==> config.mk <==
export PLATFORM = sky130hd
export DESIGN_NAME = cve2_multdiv_arb_flat
export DESIGN_NICKNAME = d
export VERILOG_FILES = /design/src/rtl/cve2_multdiv_arb_pkg.sv /design/src/rtl/cve2_multdiv_arb_if.sv /design/src/rtl/cve2_rr_arb2.sv /design/src/rtl/cve2_multdiv_arb.sv /design/src/flat_wrapper.sv
export SDC_FILE = /design/constraint.sdc
export NUM_CORES = 1
export LEC_CHECK = 0
export CORE_AREA = 4 4 90 177
export CTS_CLUSTER_SIZE = 20
export DETAILED_ROUTE_END_ITERATION = 6
export DIE_AREA = 0 0 94 181
export GPL_TIMING_DRIVEN = 0
export PLACE_DENSITY = 0.76
export SYNTH_ARGS = -nofsm -noshare
export SYNTH_HDL_FRONTEND = slang
export SYNTH_HIERARCHICAL = 1
export SYNTH_SLANG_ARGS = --single-unit
==> constraint.sdc <==
create_clock -name clk_i -period 1.7 [get_ports clk_i]
set_input_delay 0.17 -clock clk_i [delete_from_list [all_inputs] [get_ports clk_i]]
set_output_delay 0.17 -clock clk_i [all_outputs]
set_load 0.02 [all_outputs]
==> src/rtl/cve2_multdiv_arb_pkg.sv <==
// Shared definitions for the two-requester mult/div arbiter.
//   NUM_REQ     : number of requesters sharing the unit (core = 0, auxiliary = 1)
//   md_op_e     : operation encoding forwarded to the mult/div unit
//   arb_state_e : arbiter FSM state, also exported as a debug output
//   md_is_div() : classifies an operation as divider-side (DIV/REM)
package cve2_multdiv_arb_pkg;

    localparam int unsigned NUM_REQ = 2;

    typedef enum logic [1:0] {
        MD_OP_MUL  = 2'd0,
        MD_OP_MULH = 2'd1,
        MD_OP_DIV  = 2'd2,
        MD_OP_REM  = 2'd3
    } md_op_e;

    typedef enum logic [1:0] {
        ST_IDLE  = 2'd0,
        ST_ISSUE = 2'd1,
        ST_WAIT  = 2'd2,
        ST_DRAIN = 2'd3
    } arb_state_e;

    function automatic logic md_is_div(input logic [1:0] op);
        return op >= MD_OP_DIV;
    endfunction

endpackage

==> src/rtl/cve2_multdiv_arb_if.sv <==
// Requester-side bundle of the mult/div arbiter.
//   req_i, operator_i, signed_mode_i, op_a_i, op_b_i, flush_i : requester -> arbiter
//   gnt_o, rvalid_o, result_o                                  : arbiter -> requester
// Handshake: a requester holds req_i with its operation fields stable until it
// sees gnt_o[idx]; the fields are captured at the clock edge that raises gnt_o,
// after which req_i may drop without effect. Exactly one rvalid_o[idx] pulse
// later qualifies result_o, unless the operation was flushed, timed out or reset.
interface cve2_multdiv_arb_if;
    import cve2_multdiv_arb_pkg::*;

    logic [NUM_REQ-1:0]        req_i;
    logic [NUM_REQ-1:0][1:0]   operator_i;
    logic [NUM_REQ-1:0][1:0]   signed_mode_i;
    logic [NUM_REQ-1:0][31:0]  op_a_i;
    logic [NUM_REQ-1:0][31:0]  op_b_i;
    logic [NUM_REQ-1:0]        flush_i;
    logic [NUM_REQ-1:0]        gnt_o;
    logic [NUM_REQ-1:0]        rvalid_o;
    logic [31:0]               result_o;

    modport master (
        output req_i, operator_i, signed_mode_i, op_a_i, op_b_i, flush_i,
        input  gnt_o, rvalid_o, result_o
    );

    modport slave (
        input  req_i, operator_i, signed_mode_i, op_a_i, op_b_i, flush_i,
        output gnt_o, rvalid_o, result_o
    );

endinterface

==> src/rtl/cve2_rr_arb2.sv <==
// Two-way round-robin grant selector.
//   clk_i, rst_ni : clock, synchronous active-low reset
//   req           : request vector
//   advance       : a grant from gnt is being taken this cycle
//   gnt           : combinational one-hot grant (zero when nothing requests)
//   ptr           : requester currently holding priority on a tie
module cve2_rr_arb2 (
    input  logic       clk_i,
    input  logic       rst_ni,
    input  logic [1:0] req,
    input  logic       advance,
    output logic [1:0] gnt,
    output logic       ptr
);

    logic ptr_q;

    // A lone request wins regardless of the pointer; the pointer only breaks ties.
    always_comb begin
        gnt = req;
        if (req == 2'b11) begin
            gnt = ptr_q ? 2'b10 : 2'b01;
        end
    end

    // After a grant, priority passes to the index that was not granted.
    always_ff @(posedge clk_i) begin
        if (!rst_ni) begin
            ptr_q <= 1'b0;
        end else if (advance && (gnt != 2'b00)) begin
            ptr_q <= gnt[0];
        end
    end

    assign ptr = ptr_q;

endmodule

==> src/rtl/cve2_multdiv_arb.sv <==
// Arbitrates the core and an auxiliary requester onto one slow mult/div unit.
//   clk_i, rst_ni          : clock, synchronous active-low reset
//   req_if (slave)         : requester bundle (requests, operands, flush, grant, rvalid, result)
//   mult_en_o/mult_sel_o   : multiplier enable/select while an operation is owned
//   div_en_o/div_sel_o     : divider enable/select while an operation is owned
//   operator_o, signed_mode_o, op_a_o, op_b_o : operation latched at grant
//   multdiv_ready_id_o     : ready to the unit while an operation is owned
//   valid_i, result_i      : completion from the unit
//   busy_o                 : unit owned (FSM not idle)
//   timeout_o              : sticky watchdog error, cleared only by reset
//   state, rr_ptr          : debug view of FSM state and round-robin pointer
module cve2_multdiv_arb
    import cve2_multdiv_arb_pkg::*;
#(
    parameter int unsigned TimeoutCycles = 40
) (
    input  logic                clk_i,
    input  logic                rst_ni,
    cve2_multdiv_arb_if.slave   req_if,
    output logic                mult_en_o,
    output logic                div_en_o,
    output logic                mult_sel_o,
    output logic                div_sel_o,
    output logic [1:0]          operator_o,
    output logic [1:0]          signed_mode_o,
    output logic [31:0]         op_a_o,
    output logic [31:0]         op_b_o,
    output logic                multdiv_ready_id_o,
    input  logic                valid_i,
    input  logic [31:0]         result_i,
    output logic                busy_o,
    output logic                timeout_o,
    output arb_state_e          state,
    output logic                rr_ptr
);

    // TimeoutCycles must be at least 1.
    localparam int unsigned CntW = $clog2(TimeoutCycles + 1);

    arb_state_e        state_q;
    logic              owner_q;
    logic              discard_q;
    logic [CntW-1:0]   cnt_q;
    logic [CntW-1:0]   cnt_nxt;
    logic              timeout_q;
    logic [31:0]       result_q;
    logic [1:0]        gnt_q;
    logic [1:0]        rvalid_q;
    logic [1:0]        operator_q;
    logic [1:0]        signed_mode_q;
    logic [31:0]       op_a_q;
    logic [31:0]       op_b_q;

    logic [1:0]        rr_gnt;
    logic              grant_idx;
    logic              take_grant;
    logic              owner_flush;

    assign take_grant  = (state_q == ST_IDLE) && (rr_gnt != 2'b00);
    assign grant_idx   = rr_gnt[1];
    assign owner_flush = req_if.flush_i[owner_q];
    assign cnt_nxt     = cnt_q + CntW'(1);

    cve2_rr_arb2 u_rr_arb (
        .clk_i   (clk_i),
        .rst_ni  (rst_ni),
        .req     (req_if.req_i),
        .advance (take_grant),
        .gnt     (rr_gnt),
        .ptr     (rr_ptr)
    );

    always_ff @(posedge clk_i) begin
        if (!rst_ni) begin
            state_q       <= ST_IDLE;
            owner_q       <= 1'b0;
            discard_q     <= 1'b0;
            cnt_q         <= '0;
            timeout_q     <= 1'b0;
            result_q      <= '0;
            gnt_q         <= '0;
            rvalid_q      <= '0;
            operator_q    <= '0;
            signed_mode_q <= '0;
            op_a_q        <= '0;
            op_b_q        <= '0;
        end else begin
            gnt_q    <= '0;
            rvalid_q <= '0;
            case (state_q)
                ST_IDLE: begin
                    if (take_grant) begin
                        gnt_q         <= rr_gnt;
                        owner_q       <= grant_idx;
                        operator_q    <= req_if.operator_i[grant_idx];
                        signed_mode_q <= req_if.signed_mode_i[grant_idx];
                        op_a_q        <= req_if.op_a_i[grant_idx];
                        op_b_q        <= req_if.op_b_i[grant_idx];
                        discard_q     <= 1'b0;
                        cnt_q         <= '0;
                        state_q       <= ST_ISSUE;
                    end
                end
                ST_ISSUE: begin
                    if (owner_flush) begin
                        discard_q <= 1'b1;
                    end
                    state_q <= ST_WAIT;
                end
                ST_WAIT: begin
                    if (valid_i) begin
                        // A flush arriving together with the completion still discards it.
                        if (!discard_q && !owner_flush) begin
                            result_q          <= result_i;
                            rvalid_q[owner_q] <= 1'b1;
                        end
                        state_q <= ST_IDLE;
                    end else begin
                        if (owner_flush) begin
                            discard_q <= 1'b1;
                        end
                        cnt_q <= cnt_nxt;
                        if (cnt_nxt == CntW'(TimeoutCycles)) begin
                            timeout_q <= 1'b1;
                            state_q   <= ST_DRAIN;
                        end
                    end
                end
                ST_DRAIN: begin
                    // The unit only returns to idle on completion, so keep it enabled until then.
                    if (valid_i) begin
                        state_q <= ST_IDLE;
                    end
                end
                default: state_q <= ST_IDLE;
            endcase
        end
    end

    // Enables are decoded from registered state, so they hold from ISSUE until
    // the cycle after valid_i, including while draining a discarded operation.
    assign busy_o             = (state_q != ST_IDLE);
    assign mult_en_o          = busy_o && !md_is_div(operator_q);
    assign mult_sel_o         = mult_en_o;
    assign div_en_o           = busy_o && md_is_div(operator_q);
    assign div_sel_o          = div_en_o;
    assign multdiv_ready_id_o = busy_o;

    assign operator_o    = operator_q;
    assign signed_mode_o = signed_mode_q;
    assign op_a_o        = op_a_q;
    assign op_b_o        = op_b_q;
    assign timeout_o     = timeout_q;
    assign state         = state_q;

    assign req_if.gnt_o    = gnt_q;
    assign req_if.rvalid_o = rvalid_q;
    assign req_if.result_o = result_q;

endmodule
==> src/flat_wrapper.sv <==
// flat-port wrapper written by rule: the top's interface ports become plain ports
module cve2_multdiv_arb_flat import cve2_multdiv_arb_pkg::*;
#(
    parameter int unsigned TimeoutCycles = 40
)
  (clk_i, rst_ni, mult_en_o, div_en_o, mult_sel_o, div_sel_o, operator_o, signed_mode_o, op_a_o, op_b_o, multdiv_ready_id_o, valid_i, result_i, busy_o, timeout_o, state, rr_ptr, req_if_req_i, req_if_operator_i, req_if_signed_mode_i, req_if_op_a_i, req_if_op_b_i, req_if_flush_i, req_if_gnt_o, req_if_rvalid_o, req_if_result_o);
  cve2_multdiv_arb_if req_if_i ();
  input  logic clk_i;
  input  logic rst_ni;
  output logic mult_en_o;
  output logic div_en_o;
  output logic mult_sel_o;
  output logic div_sel_o;
  output logic [1:0] operator_o;
  output logic [1:0] signed_mode_o;
  output logic [31:0] op_a_o;
  output logic [31:0] op_b_o;
  output logic multdiv_ready_id_o;
  input  logic valid_i;
  input  logic [31:0] result_i;
  output logic busy_o;
  output logic timeout_o;
  output arb_state_e state;
  output logic rr_ptr;
  input wire logic [$bits(req_if_i.req_i)-1:0] req_if_req_i;
  input wire logic [$bits(req_if_i.operator_i)-1:0] req_if_operator_i;
  input wire logic [$bits(req_if_i.signed_mode_i)-1:0] req_if_signed_mode_i;
  input wire logic [$bits(req_if_i.op_a_i)-1:0] req_if_op_a_i;
  input wire logic [$bits(req_if_i.op_b_i)-1:0] req_if_op_b_i;
  input wire logic [$bits(req_if_i.flush_i)-1:0] req_if_flush_i;
  output wire logic [$bits(req_if_i.gnt_o)-1:0] req_if_gnt_o;
  output wire logic [$bits(req_if_i.rvalid_o)-1:0] req_if_rvalid_o;
  output wire logic [$bits(req_if_i.result_o)-1:0] req_if_result_o;
  assign req_if_i.req_i = req_if_req_i;
  assign req_if_i.operator_i = req_if_operator_i;
  assign req_if_i.signed_mode_i = req_if_signed_mode_i;
  assign req_if_i.op_a_i = req_if_op_a_i;
  assign req_if_i.op_b_i = req_if_op_b_i;
  assign req_if_i.flush_i = req_if_flush_i;
  assign req_if_gnt_o = req_if_i.gnt_o;
  assign req_if_rvalid_o = req_if_i.rvalid_o;
  assign req_if_result_o = req_if_i.result_o;
  cve2_multdiv_arb #(.TimeoutCycles(TimeoutCycles)) u_core (.clk_i(clk_i), .rst_ni(rst_ni), .req_if(req_if_i), .mult_en_o(mult_en_o), .div_en_o(div_en_o), .mult_sel_o(mult_sel_o), .div_sel_o(div_sel_o), .operator_o(operator_o), .signed_mode_o(signed_mode_o), .op_a_o(op_a_o), .op_b_o(op_b_o), .multdiv_ready_id_o(multdiv_ready_id_o), .valid_i(valid_i), .result_i(result_i), .busy_o(busy_o), .timeout_o(timeout_o), .state(state), .rr_ptr(rr_ptr));
endmodule
# ---- Yosys cells after proc, flatten, opt, wreduce, memory -nomap -nowiden
# Cells that the tools add are included.
dict set report word_totals {
  ff_bits 116
  inputBits 175
  output_inout_bits 114
}
dict set report op_classes {
  addsub 1
  magnitude_cmp 4
  n_eq_ne 9
  n_mux 26
  n_bitwise 1
  reduce_logical 22
}
# op count
set ops {}
lappend ops {{two-way mux 32 bit} 4}
lappend ops {{two-way mux 2 bit} 10}
lappend ops {{AND reduction 3 bit} 6}
lappend ops {{two-way mux 6 bit} 2}
lappend ops {{one-hot mux 6 bit (2 select lines)} 1}
lappend ops {{one-hot mux 2 bit (4 select lines)} 1}
lappend ops {{adder 6 x 1 -> 6 bit (second input constant)} 1}
lappend ops {{== test 2 bit (second input constant)} 3}
lappend ops {{== test 6 bit (second input constant)} 1}
lappend ops {{logical AND 1 bit} 6}
lappend ops {{two-way mux 1 bit} 6}
lappend ops {{!= test 2 bit (second input constant)} 3}
lappend ops {{nonzero test 2 bit} 3}
lappend ops {{< comparator 1 x 2 -> 1 bit (second input constant)} 2}
lappend ops {{AND reduction 4 bit} 1}
lappend ops {{logical NOT 1 bit} 3}
lappend ops {{!= test 3 x 2 -> 1 bit (second input constant)} 1}
lappend ops {{one-hot mux 1 bit (3 select lines)} 1}
lappend ops {{nonzero test 3 bit} 1}
lappend ops {{== test 2 x 1 -> 1 bit (second input constant)} 1}
lappend ops {{greater-or-equal comparator 2 bit (second input constant)} 1}
lappend ops {{logical NOT 2 bit} 1}
lappend ops {{AND reduction 2 bit} 1}
lappend ops {{demux 1 bit (select 1 bit)} 1}
lappend ops {{other kinds (2)} 2}

# ---- Longest topological paths before layout
dict set report logic_depth {
  word_depth 6
  ltp_mapped 9
  mapped_depth_nobuf 6
}

# ---- Cells and area by module
# The synthesis kept the hierarchy.
# mod n_inst cells_per_inst area_each_um2 seq_area_each_um2
set modules_own_cells {}
lappend modules_own_cells {cve2_multdiv_arb 1 537 4944.7 2302.2}
lappend modules_own_cells {cve2_rr_arb2 1 7 61.3 20.0}

# ---- Worst setup path after synthesis
# OpenSTA, ideal clock, no wires.
dict set report synth_path {
  kind {reg2reg}
  start {reg u_core.state_q[0] (netlist: u_core/state[0])}
  end {reg u_core.u_rr_arb.ptr_q (netlist: u_core/u_rr_arb/ptr)}
  arrival_time_ns 1.846
  setup_slack_ns -0.261
  path_stages_with_launch 9
  path_buffers 2
  path_cell_list {dfxtp_1 -> inv_1 -> ha_1 -> inv_1 -> nor2_1 -> buf_4 -> buf_2 -> and4b_1 -> a31o_1}
}
dict set report synth_via {
  elab_chain_len 3
}
# item line
set synth_lines {}
lappend synth_lines {{start, declared} cve2_multdiv_arb.sv:40} ;# arb_state_e state_q;
lappend synth_lines {{start signal, assigned} cve2_multdiv_arb.sv:75} ;# state_q <= ST_IDLE;
lappend synth_lines {{start signal, assigned} cve2_multdiv_arb.sv:101} ;# state_q <= ST_ISSUE;
lappend synth_lines {{start signal, assigned} cve2_multdiv_arb.sv:108} ;# state_q <= ST_WAIT;
lappend synth_lines {{logical NOT 2 bit} cve2_multdiv_arb.sv:59} ;# assign take_grant = (state_q == ST_IDLE) && (rr_gnt != 2'b00);
lappend synth_lines {{logical AND 1 bit} cve2_multdiv_arb.sv:59}
lappend synth_lines {{net u_core.take_grant} cve2_multdiv_arb.sv:56} ;# logic take_grant;
lappend synth_lines {{logical AND 1 bit} cve2_rr_arb2.sv:30} ;# end else if (advance && (gnt != 2'b00)) begin
lappend synth_lines {{end signal, assigned} cve2_rr_arb2.sv:31} ;# ptr_q <= gnt[0];
lappend synth_lines {{end, declared} cve2_rr_arb2.sv:16} ;# logic ptr_q;
# The timed path passes the listed nets, and every way through them passes these cells.
# A chain may end at the register's enable or synchronous reset.

# ---- Worst setup path in the final report
dict set report layout_path {
  start {in req_if_req_i[0]}
  end {reg u_core.u_rr_arb.ptr_q (netlist: u_core/u_rr_arb/ptr)}
}
dict set report layout_via {
  elab_chain_len 5
}
# item line
set layout_lines {}
lappend layout_lines {{start, declared} flat_wrapper.sv:25} ;# input wire logic [$bits(req_if_i.req_i)-1:0] req_if_req_i;
lappend layout_lines {{== test 2 bit} cve2_rr_arb2.sv:21} ;# if (req == 2'b11) begin
lappend layout_lines {{two-way mux 2 bit *} cve2_rr_arb2.sv:21}
lappend layout_lines {{net u_core.rr_gnt[0]} cve2_multdiv_arb.sv:54} ;# logic [1:0] rr_gnt;
lappend layout_lines {{nonzero test 2 bit *} cve2_multdiv_arb.sv:59}
lappend layout_lines {{logical AND 1 bit *} cve2_multdiv_arb.sv:59}
lappend layout_lines {{net u_core.take_grant} cve2_multdiv_arb.sv:56}
lappend layout_lines {{logical AND 1 bit *} cve2_rr_arb2.sv:30}
# Mark *: on every way through the listed nets, which the timed path passes. The rest lies on a longest branch.

==> flow_metrics.env <==
export IMPL_status="finished clean"
export IMPL_worst_r2r_endpoint="u_core/u_rr_arb/ptr"
export IMPL_setup_tns_final_ps=0
export IMPL_hold_depth=3
export IMPL_cp_start_kind="input pin"
export IMPL_timing_rr_start="u_core/u_rr_arb/ptr"
export IMPL_grt_pass1_wl_um=26800
export IMPL_diodes=0
export IMPL_num_fill_cells=1243
export IMPL_min_period_ps=1700
export IMPL_detail_route_wl_per_cell_um=17.1
export IMPL_hold_viol_final=0
export IMPL_numPortBuffers=288
export IMPL_power_leakage_nw=3.74
export IMPL_crit_start="req_if_req_i[0]"
export IMPL_clock_latency_ps=400
export IMPL_clockBufferDepth=2
export IMPL_io_pin_count=289
export IMPL_finClkSkew_ps=10.4
export IMPL_hold_ws_ps=318
export IMPL_setup_violations_final=0
export IMPL_core_area_um2=14700
export IMPL_ys_warn_count=6
export IMPL_rows=63
export IMPL_layout_commonest_cell="clkdlybuf4s50_1"
export IMPL_clk_pin_slew_ps=50
export IMPL_rr_worst_depth=7
export IMPL_vias=5214
export IMPL_routed_top_layer="met4"
export IMPL_drive_above_1_share_pct=12.3
export IMPL_grt_overflow_total=0
export IMPL_hold_end="u_core/req_if.result_o[10]"
export IMPL_hp_class="input pin to flop"
export IMPL_met1_length_um=6810
export IMPL_area_growth_pct=82.3
export IMPL_pre_cts_ws_ps=-613
export IMPL_die_area_um2=17000
export IMPL_wl_met3_um=2100
export IMPL_ctsHoldBuffers=0
export IMPL_dpl_hpwl_um=13900
export IMPL_wirelength_um=18300
export IMPL_min_period_over_period_pct=100
export IMPL_fin_cells=1071
export IMPL_worst_slew_pin_slew_ps=641
export IMPL_synth_main_ff_cell="dfxtp_1"
export IMPL_via_per_inst=4.87
export IMPL_synth_area_leaders="dfxtp_1 46%, mux2i_1 14%, nand2_1 7.5%"
export IMPL_cts_sinks=116
export IMPL_avgSynthCellArea_um2=9.20
export IMPL_rrSetupSlack_ps=20
export IMPL_syn_inst=544
export IMPL_nets=1044
export IMPL_synthesis_nets=724
export IMPL_critPathKind="input pin to flop"
export IMPL_p_int_mw=8.80
export IMPL_grt_setup_unrepaired="yes"
export IMPL_min_from="result_i[10]"
export IMPL_die_y_um=181
export IMPL_wl_met2_um=9040
export IMPL_maxCapViolCount=0
export IMPL_cts_max_level=4
export IMPL_grt_pass1_vias=5275
export IMPL_switching_power_mw=4.69
export IMPL_synth_area_um2=5010
export IMPL_vdd_ir_drop_max_mv=0.780
export IMPL_drt_iter0_markers=208
export IMPL_critPathRequiredTime_ps=1980
export IMPL_utilization_pct=62.3
export IMPL_place_area_um2=8140
export IMPL_p_sw_share_pct=34.8
export IMPL_cts_tree="built"
export IMPL_drv_slew=0
export IMPL_arrival_ps=1980
export IMPL_dp_cells=1027
export IMPL_antenna_found_initial=0
export IMPL_layout_common_cells="282 x clkdlybuf4s50_1, 112 x dfxtp_1, 98 x nand2_1"
export IMPL_die_w_um=94
export IMPL_yosysTopAreaCell="dfxtp_1"
export IMPL_synth_distinct_cells=38
export IMPL_yosysTopAreaCellShare_pct=46.4
export IMPL_grt_max_degree=17
export IMPL_synth_async_reset_ratio_pct=0
export IMPL_p_comb_share_pct=45.9
export IMPL_crit_fanout=8
export IMPL_grt_usage_pct=20.4
export IMPL_cts_buffers=17
export IMPL_end_kind="flop"
export IMPL_route_detailed_drc=0
export IMPL_relSlewSlack_pct=57.3
export IMPL_drtAntennaViolNets=0
export IMPL_p_seq_share_pct=28.1
export IMPL_synth_edf_count=0
export IMPL_dr_pass1_iters=4
export IMPL_yosysSeqAreaShare_pct=46.4
export IMPL_cts_root_buf="clkbuf_16"
export IMPL_fmax_ghz=0.588
export IMPL_initial_core_util_pct=34.1
export IMPL_total_power_mw=13.5
export IMPL_power_density_nw_per_um2=1480
export IMPL_fin_ws_ps=0.337
export IMPL_p_clk_share_pct=25.9
export IMPL_fin_area_um2=9130
export IMPL_synth_seq_cells=116
export IMPL_gp_congestion=0.824
==> power by group through the flow <==
stage               combinational (mW)  clock, mW  sequential [mW]
floorplan                         2.01          0             4.55
global placement                  5.19          0             3.78
detailed placement                5.26          0             3.81
CTS                               5.69       3.57             3.78
global route                      6.58       3.70             3.87
finish                            6.19       3.50             3.79
==> cells by family after synthesis <==
| group | Yosys count | synth area share, % |
|---|---|---|
| adder cells (fa/ha/maj) | 5 | 1.25 |
| flip-flops | 116 | 46.4 |
| AO/OA/AOI/OAI | 122 | 17.8 |
| multiplexers | 71 | 14.3 |
| AND/OR/NAND/NOR | 176 | 14.6 |
| buffers and inverters | 54 | 5.57 |
==> routing by layer <==
layer	GRT usage (%)	up-vias
met5	0	-
met4	7.99	0
met3	9.21	25
met2	34.9	275
met1	21.5	2370
li1	-	2544
==> flip-flops by register name (all words and copies together) (netlist names) <==
signal                  flops
u_core/cnt_q                6
u_core/discard_q            1
u_core/op_a_o              32
u_core/op_b_o              32
u_core/operator_o           2
u_core/owner_q              1
u_core/req_if.gnt_o         2
u_core/req_if.result_o     32
u_core/req_if.rvalid_o      2
u_core/signed_mode_o        2
u_core/state                2
u_core/timeout_o            1
u_core/u_rr_arb/ptr         1
==> synth_stat cells, types with 2 or more instances <==
cell type	n
nor2_1	48
ha_1	5
buf_6	3
nand3_1	5
buf_2	25
a211oi_1	39
and3_1	4
or2_2	2
o211a_1	30
dfxtp_1	116
nand2b_1	2
a41oi_1	2
nor3_1	5
a21boi_0	2
clkbuf_1	12
buf_4	6
mux2i_1	70
a21oi_1	39
nand2_1	100
nor3_2	2
o21ai_0	4
inv_1	7
==> layout make-up <==
class / instances / area [um2] / share of cell area, %
Timing Repair Buffer: 302 / 3070 / 33.6
Multi-Input combinational cell: 374 / 2510 / 27.5
Sequential cell: 116 / 2330 / 25.6
Clock buffer: 21 / 440 / 4.83
Buffer: 45 / 362 / 3.96
Tap cell: 195 / 244 / 2.67
Clock inverter: 10 / 134 / 1.47
Inverter: 8 / 37.5 / 0.411
==> worst max path at each step <==
stage,end,slack [ps],cells after the start
2_1_floorplan,u_core/u_rr_arb/ptr,-10,9
3_3_place_gp,u_core/operator_o[0],-590,9
3_5_place_dp,u_core/operator_o[0],-610,9
4_1_cts,u_core/op_b_o[14],2,9
5_1_grt,u_core/op_a_o[3],-100,8
6_report,u_core/u_rr_arb/ptr,0.3,8
==> critical path: stages <==
cell and delay, ps:
clkdlybuf4s50_1 500, a21boi_1 410, nor2_2 90, nor2_4 220, buf_12 190, buf_8 120, nand2_1 50, a31o_1 210
==> timing repair <==
item,4_1_cts,5_1_grt
resized for setup,58,37
pin swaps,2,9
cloned,1,4
setup buffers,5,4
endpoints found under the hold margin,0,0
setup endpoints to repair,111,110
(Power assumes the default switching activity.)
